--- src/rtl/bist_pattern_gen.sv ---
`default_nettype none
// ============================================================================
// Module   : bist_pattern_gen
// Brief    : Galois-LFSR stimulus source for scan-mapped BIST. It emits a
//            programmable number of {primary_input, pseudo_input} patterns.
// Options  : BIST_ZERO_PATTERN_EN - first pattern of each run is all-zeros
// Revision : 1.0 - initial release
// ============================================================================
module bist_pattern_gen #(
    parameter int PI_WIDTH  = 4,
    parameter int PPI_WIDTH = 3,
    parameter int CNT_WIDTH = 16,
    parameter logic [PI_WIDTH+PPI_WIDTH-1:0] TAPS = 7'h60,
    parameter logic [PI_WIDTH+PPI_WIDTH-1:0] SEED = 7'h01
) (
    input  logic                          clock,
    input  logic                          resetn,
    input  logic                          start,
    input  logic                          seed_load,
    input  logic [PI_WIDTH+PPI_WIDTH-1:0] seed,
    input  logic [CNT_WIDTH-1:0]          num_patterns,
    input  logic                          hold,
    output logic [PI_WIDTH-1:0]           primary_input,
    output logic [PPI_WIDTH-1:0]          pseudo_input,
    output logic                          pattern_valid,
    output logic [CNT_WIDTH-1:0]          pattern_index,
    output logic                          busy,
    output logic                          done
);

    localparam int W = PI_WIDTH + PPI_WIDTH;

    localparam logic [1:0] c_IDLE = 2'd0;
    localparam logic [1:0] c_RUN  = 2'd1;
    localparam logic [1:0] c_DONE = 2'd2;

    localparam logic [W-1:0]         c_LFSR_ONE = {{(W-1){1'b0}}, 1'b1};
    localparam logic [CNT_WIDTH-1:0] c_CNT_ONE  = {{(CNT_WIDTH-1){1'b0}}, 1'b1};

`ifdef BIST_ZERO_PATTERN_EN
    localparam logic c_ZERO_EN = 1'b1;
`else
    localparam logic c_ZERO_EN = 1'b0;
`endif

    logic [1:0]           r_state;
    logic [1:0]           w_state_nxt;
    logic [W-1:0]         r_lfsr;
    logic [W-1:0]         w_lfsr_nxt;
    logic [W-1:0]         w_lfsr_step;
    logic [CNT_WIDTH-1:0] r_count;
    logic [CNT_WIDTH-1:0] w_count_nxt;
    logic [CNT_WIDTH-1:0] w_count_inc;
    logic [CNT_WIDTH-1:0] r_n;
    logic [CNT_WIDTH-1:0] w_n_nxt;
    logic [W-1:0]         r_pattern;
    logic [W-1:0]         w_pattern_nxt;
    logic                 r_valid;
    logic                 w_valid_nxt;
    logic [CNT_WIDTH-1:0] r_index;
    logic [CNT_WIDTH-1:0] w_index_nxt;
    logic                 r_busy;
    logic                 w_busy_nxt;
    logic                 r_done;
    logic                 w_done_nxt;
    logic                 w_zero_slot;
    logic                 w_take_start;

    assign w_lfsr_step  = r_lfsr[0] ? ((r_lfsr >> 1) ^ TAPS) : (r_lfsr >> 1);
    assign w_count_inc  = r_count + c_CNT_ONE;
    assign w_zero_slot  = c_ZERO_EN && (r_count == '0);
    // A seed load in the same cycle wins over start.
    assign w_take_start = start && !seed_load;

    // State and datapath registers
    always_ff @(posedge clock or negedge resetn) begin
        if (!resetn) begin
            r_state   <= c_IDLE;
            r_lfsr    <= SEED;
            r_count   <= '0;
            r_n       <= '0;
            r_pattern <= '0;
            r_valid   <= 1'b0;
            r_index   <= '0;
            r_busy    <= 1'b0;
            r_done    <= 1'b0;
        end else begin
            r_state   <= w_state_nxt;
            r_lfsr    <= w_lfsr_nxt;
            r_count   <= w_count_nxt;
            r_n       <= w_n_nxt;
            r_pattern <= w_pattern_nxt;
            r_valid   <= w_valid_nxt;
            r_index   <= w_index_nxt;
            r_busy    <= w_busy_nxt;
            r_done    <= w_done_nxt;
        end
    end

    // Next-state logic
    always_comb begin
        w_state_nxt = r_state;
        case (r_state)
            c_IDLE: begin
                if (w_take_start) begin
                    w_state_nxt = (num_patterns == '0) ? c_DONE : c_RUN;
                end
            end
            c_RUN: begin
                if (!hold && (w_count_inc == r_n)) begin
                    w_state_nxt = c_DONE;
                end
            end
            c_DONE:  w_state_nxt = c_IDLE;
            default: w_state_nxt = c_IDLE;
        endcase
    end

    // Output and datapath next values
    always_comb begin
        w_lfsr_nxt    = r_lfsr;
        w_count_nxt   = r_count;
        w_n_nxt       = r_n;
        w_pattern_nxt = r_pattern;
        w_valid_nxt   = 1'b0;
        w_index_nxt   = r_index;
        w_done_nxt    = 1'b0;
        w_busy_nxt    = (w_state_nxt != c_IDLE);
        case (r_state)
            c_IDLE: begin
                if (seed_load) begin
                    w_lfsr_nxt = (seed == '0) ? c_LFSR_ONE : seed;
                end else if (start) begin
                    w_n_nxt     = num_patterns;
                    w_count_nxt = '0;
                end
            end
            c_RUN: begin
                if (!hold) begin
                    w_valid_nxt = 1'b1;
                    w_index_nxt = r_count;
                    w_count_nxt = w_count_inc;
                    // The optional zero slot consumes a count but not an LFSR step.
                    if (w_zero_slot) begin
                        w_pattern_nxt = '0;
                    end else begin
                        w_pattern_nxt = r_lfsr;
                        w_lfsr_nxt    = w_lfsr_step;
                    end
                end
            end
            c_DONE: begin
                w_done_nxt = 1'b1;
            end
            default: begin
                w_done_nxt = 1'b0;
            end
        endcase
    end

    assign primary_input = r_pattern[W-1:PPI_WIDTH];
    assign pseudo_input  = r_pattern[PPI_WIDTH-1:0];
    assign pattern_valid = r_valid;
    assign pattern_index = r_index;
    assign busy          = r_busy;
    assign done          = r_done;

endmodule
`default_nettype wire

--- config.mk ---
export PLATFORM = sky130hd
export DESIGN_NAME = bist_pattern_gen
export DESIGN_NICKNAME = d
export VERILOG_FILES = /design/src/rtl/bist_pattern_gen.sv
export SDC_FILE = /design/constraint.sdc
export NUM_CORES = 1
export LEC_CHECK = 0
export CAP_MARGIN = 0
export CORE_ASPECT_RATIO = 1.5
export CORE_MARGIN = 5
export CORE_UTILIZATION = 45
export CTS_CLUSTER_DIAMETER = 40
export DETAILED_ROUTE_END_ITERATION = 12
export PLACE_DENSITY = 0.71
export SLEW_MARGIN = 20
export SYNTH_ARGS = -nofsm -noshare
export SYNTH_HDL_FRONTEND = slang
export SYNTH_SLANG_ARGS = --single-unit
--- constraint.sdc ---
create_clock -name clock -period 2.35 [get_ports clock]
set_input_delay 0.47 -clock clock [delete_from_list [all_inputs] [get_ports clock]]
set_output_delay 0.47 -clock clock [all_outputs]
set_load 0.02 [all_outputs]
==> results of run 1 <==
==> logic make-up after synthesis <==
kind of cell | share of synthesized area
buffers and inverters | 0.04340
adders and majority gates | 0.003616
and+or+nand+nor | 0.2322
AOI/OAI and AO/OA | 0.1186
muxes | 0.07414
DFF | 0.4850
xor gates and xnor gates | 0.04304
==> registers in the layout (all words and copies together) (netlist names) <==
register / flops
r_lfsr: 7
r_count: 16
r_n: 16
r_state: 2
r_pattern: 7
done: 1
busy: 1
pattern_index: 16
pattern_valid: 1
==> report_power, final <==
part	internal (mW)	switching, mW	leakage, nW
sequential	1.43	0.257	0.855
clock	0.817	0.446	0.138
combinational	0.603	0.555	1.01
total	2.85	1.26	2.00
==> critical path: cells and delay by family, from the launching register on <==
kind / cells / cell delay (ps)
flops: 1 / 390
simple gates: 4 / 810
compound gates: 2 / 700
buf+inv: 1 / 170
==> cell usage in the layout (no fill, tap or decap), types with 10 or more instances in the layout <==
cell / count
a21oi_1: 11
a31oi_1: 10
buf_4: 29
clkdlybuf4s50_1: 52
dfrtp_1: 62
mux2_2: 20
nand2_1: 88
nand3_1: 11
nor2_1: 17
o21ai_0: 19
xnor2_1: 10
==> synthesized netlist by cell type, types with 2 or more instances <==
master and count:
or4_1 2, and4_1 3, dfrtp_1 66, xor2_1 7
o22ai_1 3, o21ai_1 8, nor2_1 18, nor2b_1 3
mux2i_1 2, nand2_1 88, inv_1 5, a31oi_1 10
mux2_2 20, and3_1 5, buf_2 11, nand4_1 9
and2_1 3, o31ai_1 5, clkbuf_1 16, nor4_1 9
nand3_1 11, o21ai_0 19, xnor2_1 10, a21oi_1 11
==> metrics by stage <==
step / area, sq um / power, mW / setup slack (ps) / std cells
after global routing: 4526 / 4.351 / 18.65 / 544
final: 4526 / 4.111 / 149.3 / 544
after detailed placement: 4202 / 2.834 / -142.7 / 527
after global placement: 4202 / 2.797 / -157.3 / 527
after floorplan: 3460 / 2.371 / 71.77 / 373
after CTS: 4497 / 4.118 / 30.22 / 543
==> final timing paths <==
| kind | slack, ps | endpoint | startpoint | cells past startpoint |
|---|---|---|---|---|
| worst max-delay path | 150 | r_state[0]$_DFF_PN0_ | r_count[0]$_DFFE_PN0P_ | 7 |
| worst min-delay path | 100 | pattern_index[10]$_DFFE_PN0P_ | resetn | 1 |
| worst max register to register | 150 | r_state[0]$_DFF_PN0_ | r_count[0]$_DFFE_PN0P_ | 7 |
| worst min register to register | 470 | pattern_index[11]$_DFFE_PN0P_ | pattern_index[11]$_DFFE_PN0P_ | 2 |
| max in group asynchronous | 1500 | r_count[3]$_DFFE_PN0P_ | resetn | 2 |
| min in group clock | 470 | pattern_index[11]$_DFFE_PN0P_ | pattern_index[11]$_DFFE_PN0P_ | 2 |
==> timing repair <==
| action | CTS | global route |
|---|---|---|
| setup buffers | 0 | 1 |
| cloned | 0 | 0 |
| setup endpoints to repair | 2 | 2 |
| resized for setup | 2 | 7 |
| pin swaps | 1 | 2 |
==> layer usage <==
metal / vias up / share of wire
li1: 1445 / -
met2: 85 / 0.51
met3: 25 / 0.045
met4: 0 / 0.043
met1: 1431 / 0.40
met5: - / 0
==> final cells by class <==
class,count,area [sq um],share of cell area
Sequential cell,67,1683,0.3719
Timing Repair Buffer,82,743.2,0.1642
Tap cell,102,127.6,0.02820
Multi-Input combinational cell,271,1669,0.3688
Clock buffer,13,240.2,0.05308
Inverter,6,22.52,0.004977
Clock inverter,3,40.04,0.008847
==> flow_metrics.py, run 1 <==
metrics = {
    "clocking": {
        "numClockSinks": 67,
        "cts_max_level": 3,
        "numCtsBuffers": 9,
        "cts_tree": "done",
        "path_clk_slew_ps": 50,
        "clock_path_buffers": 2,
        "cts-root-buf": "clkbuf_16",
        "worstSkewPairLatency_ps": 330,
        "cts_hold_buf": 0,
    },
    "sta": {
        "maxSlewHeadroom": 0.5334,
        "finalClockSkew_ps": 4.570,
        "whs_ps": 99.15,
        "tightest_slew_ps": 699.2,
        "fmax_ghz": 0.4544,
        "maxSlewViolCount": 0,
        "period_minus_slack_ps": 2201,
        "setup_viol": 0,
        "period_share": 0.9365,
        "setup_tns_ps": 0,
        "rsz0062_at_grt": "false",
        "finalHoldViolCount": 0,
    },
    "critical_path": {
        "worst-setup-path-type": "reg -> reg",
        "path_max_fanout": 7,
        "endpoint_kind": "register",
        "required_ps": 2570,
        "cpMostUsedCell": "nand3_1",
        "critPathArrivalTime_ps": 2420,
        "cpMaxStageDelayCell": "a2111oi_2",
        "cpPeakStageDelay_ps": 490,
        "start_kind": "register",
        "crit_chain": "buf_4, nand3_1, nor4_4, nand3_1, a2111oi_2, nand4_1, a21o_1",
    },
    "synthesis": {
        "synth_edf_count": 0,
        "synthCells": 373,
        "ys_async_sr_fraction": 1.000,
        "synth_largest_area_cell": "dfrtp_1",
        "syn_area_sq_um": 3460,
        "syn_nets": 402,
        "syn_area_per_cell_sq_um": 9.275,
        "yosysTopAreaCellShare": 0.4774,
        "yosys_warnings": 0,
        "yosys-top-cells-area": "dfrtp_1 48%, nand2_1 9.5%, mux2_2 6.5%, o21ai_0 2.7%, xnor2_1 2.5%",
        "ys_ff_latch": 67,
        "yosys.cell_types.count": 53,
        "seq_area_frac_synth": 0.4850,
        "synth_ff_type": "dfrtp_1",
    },
    "cells_and_area": {
        "layout-drive-gt1-share": 0.1765,
        "nNetsFinal": 466,
        "area_growth_pct": 30.81,
        "final_util": 0.5983,
        "fillers": 663,
        "diodes": 0,
    },
    "global_route": {
        "top_usage_layer": "met2",
        "grt_max_degree": 43,
        "grt_overflow": 0,
        "use_met3": 0.04294,
        "grt_pass1_wl_um": 14370,
        "gr-usage-met2": 0.3158,
        "antenna_found_initial": 0,
        "track_usage": 0.1968,
        "grt_pass1_vias": 2979,
        "use_met1": 0.2353,
    },
    "detailed_routing": {
        "wl_per_cell_um": 16.03,
        "drt-total-wl_um": 8720,
        "vias": 2986,
        "drc": 0,
        "drt-initial-drc-count": 210,
        "routed_via_density": 5.489,
        "ant_nets": 0,
        "drt_first_pass_iters": 4,
    },
    "min_path": {
        "worst_hold_path_type": "in -> async",
    },
    "power": {
        "p_per_area_nw_per_um2": 908.5,
        "leakagePower_nw": 2.001,
        "peakVddDrop_v": 0.0007236,
    },
    "floorplanning": {
        "floorplan.initialDensity": 0.4574,
        "io_pins": 54,
        "die_w_um": 81.59,
        "die_h_um": 117.4,
        "std_cell_rows": 39,
        "die-area_sq_um": 9577,
        "core-area_sq_um": 7564,
    },
    "run_status": {
        "status": "complete, no violations",
    },
    "placed_design": {
        "gp_congestion": 0.8797,
        "numPortBuffers": 53,
        "hpwl_um": 6431,
    },
    "job": {
        "max-cap-violations": 0,
    },
}
Note: power is estimated with default switching activity, not from simulation.
==> run 2, diff against run 1 <==
--- a/config.mk
+++ b/config.mk
@@ -5,6 +5,7 @@
 export SDC_FILE = /design/constraint.sdc
 export NUM_CORES = 1
 export LEC_CHECK = 0
+export ABC_AREA = 0
 export CAP_MARGIN = 0
 export CORE_ASPECT_RATIO = 1.5
 export CORE_MARGIN = 5
==> results of run 2 <==
Same layout as run 1: the final DEF is identical, and so are final timing and power.
==> run 3, diff against run 2 <==
--- a/config.mk
+++ b/config.mk
@@ -6,12 +6,14 @@
 export NUM_CORES = 1
 export LEC_CHECK = 0
 export ABC_AREA = 0
+export ABC_CLOCK_PERIOD_IN_PS = 2350
 export CAP_MARGIN = 0
 export CORE_ASPECT_RATIO = 1.5
 export CORE_MARGIN = 5
 export CORE_UTILIZATION = 45
 export CTS_CLUSTER_DIAMETER = 40
 export DETAILED_ROUTE_END_ITERATION = 12
+export GPL_TIMING_DRIVEN = 0
 export PLACE_DENSITY = 0.71
 export SLEW_MARGIN = 20
 export SYNTH_ARGS = -nofsm -noshare
==> flow_metrics.py, run 3 (synthesis gave the netlist of run 1 again) <==
metrics = {
    "cells_and_area": {
        "final_cells": 551,
        "layout-drive-gt1-share": 0.1581,
        "final_util": 0.6008,
        "diodes": 0,
        "most-common-layout-cells": "88 x nand2_1, 64 x dfrtp_1, 52 x clkdlybuf4s50_1, 20 x mux2_2, 19 x o21ai_0",
        "area_growth_pct": 31.36,
        "fillers": 666,
        "nNetsFinal": 473,
        "final_common_cell": "nand2_1",
    },
    "placed_design": {
        "hpwl_um": 6795,
        "place_inst": 529,
        "numPortBuffers": 53,
        "gp_congestion": 0.9546,
    },
    "floorplanning": {
        "core-area_sq_um": 7564,
        "die-area_sq_um": 9577,
        "die_h_um": 117.4,
        "std_cell_rows": 39,
        "io_pins": 54,
        "die_w_um": 81.59,
        "floorplan.initialDensity": 0.4574,
    },
    "critical_path": {
        "crit_start": "r_count[0]$_DFFE_PN0P_",
        "required_ps": 2570,
        "reg2reg_slack_ps": 70,
        "worstReg2RegStart": "r_count[0]$_DFFE_PN0P_",
        "reg2regPathDepth": 8,
        "critPathArrivalTime_ps": 2500,
        "start_kind": "register",
        "endpoint_kind": "register",
        "worst-setup-path-type": "reg -> reg",
        "regToRegEndpoint": "r_state[0]$_DFF_PN0_",
        "path_max_fanout": 5,
    },
    "global_route": {
        "top_usage_layer": "met2",
        "grt_pass1_vias": 3040,
        "track_usage": 0.2101,
        "antenna_found_initial": 0,
        "gr-usage-met2": 0.3607,
        "use_met1": 0.2506,
        "grt_pass1_wl_um": 15360,
        "use_met3": 0.03988,
        "grt_max_degree": 45,
        "grt_overflow": 0,
    },
    "sta": {
        "maxSlewHeadroom": 0.6056,
        "whs_ps": 28.72,
        "period_minus_slack_ps": 2279,
        "fmax_ghz": 0.4388,
        "finalHoldViolCount": 0,
        "maxSlewViolCount": 0,
        "tightest_slew_ps": 591.6,
        "period_share": 0.9697,
        "finalClockSkew_ps": 8.812,
        "setup_viol": 0,
    },
    "detailed_routing": {
        "vias": 3052,
        "drt-total-wl_um": 9272,
        "wl_per_cell_um": 16.83,
        "routed_via_density": 5.539,
        "drt-initial-drc-count": 203,
        "drc": 0,
        "drt_first_pass_iters": 5,
        "ant_nets": 0,
    },
    "power": {
        "combPwrFrac": 0.288,
        "p_clk_frac": 0.322,
        "p_sw_mw": 1.318,
        "leakagePower_nw": 2.010,
        "sw_frac_of_total": 0.3077,
        "p_per_area_nw_per_um2": 942.7,
        "p_int_mw": 2.966,
        "p_seq_frac": 0.390,
        "power.total_mw": 4.284,
        "peakVddDrop_v": 0.0005584,
    },
    "clocking": {
        "cts_tree": "done",
        "cts_max_level": 3,
        "cts-root-buf": "clkbuf_16",
        "clock_path_buffers": 2,
        "numClockSinks": 67,
        "numCtsBuffers": 9,
        "cts_hold_buf": 0,
        "worstSkewPairLatency_ps": 330,
        "path_clk_slew_ps": 60,
    },
    "run_status": {
        "status": "complete, no violations",
    },
    "min_path": {
        "worst_hold_path_type": "in -> async",
    },
    "job": {
        "max-cap-violations": 0,
    },
}
[run 3: cell types whose count changed in the layout (fill, tap and decap cells not counted), moves of 2 or more]
| cell | before | now |
|---|---|---|
| clkbuf_1 | 4 | 16 |
| clkbuf_2 | 0 | 3 |
| dfrtp_1 | 62 | 64 |
| buf_4 | 29 | 9 |
| buf_2 | 1 | 9 |
| clkbuf_8 | 0 | 3 |
| clkinv_2 | 2 | 0 |
| dfrtp_2 | 4 | 2 |
[run 3: timing repair]
action	4_1_cts	5_1_grt
setup endpoints to repair	10	12
setup buffers	2	5
pin swaps	3	5
hold endpoints to repair	0	0
gates resized for setup	9	8
[run 3: stage by stage]
step                setup slack, ps  TNS (ps)  area, sq um
floorplan                     71.77         0         3460
global placement              -1391    -96510         4118
detailed placement           -434.6     -4655         4135
CTS                           12.33         0         4476
global route                 -2.640    -2.640         4544
finish                        71.20         0         4544
[run 3: routing by layer]
layer  vias to the layer above  wire (um)
met3                        16        432
met2                       102       4992
met4                         0        231
met5                         -          0
met1                      1479       3616
li1                       1455          -
[run 3: how the worst max path moves through the flow]
stage | end | slack (ps) | cells after the start
floorplan | r_state[0]$_DFF_PN0_ | 70 | 8
global placement | pattern_index[6]$_DFFE_PN0P_ | -1390 | 1
detailed placement | r_state[0]$_DFF_PN0_ | -430 | 8
CTS | r_state[0]$_DFF_PN0_ | 10 | 8
global route | r_state[0]$_DFF_PN0_ | -3 | 8
finish | r_state[0]$_DFF_PN0_ | 70 | 8
[run 3: power by group through the flow]
stage               Sequential (mW)  Combinational [mW]  Clock (mW)
detailed placement             1.70                1.13           0
floorplan                      1.71               0.658           0
global placement               1.69                1.11           0
global route                   1.71                1.36        1.44
finish                         1.67                1.23        1.38
CTS                            1.68                1.17        1.41
[run 3: critical path: stages (launching register included)]
cell     delay [ps]
dfrtp_2         380
ha_2            180
buf_6           110
nand4_1         210
nor4_4          330
mux2_4          350
nor4_4          250
nand4_1         170
a21o_1          200
[run 3: final cells by class]
cell class                 instances  area (sq um)  area share
clock inverter                     1         30.03    0.006608
timing repair buffer              61         600.6      0.1322
sequential                        67          1680      0.3698
multi-input combinational        271          1670      0.3676
clock buffer                      15         277.8     0.06112
buffer                            28         135.1     0.02974
inverter                           6         22.52    0.004956
tap                              102         127.6     0.02808
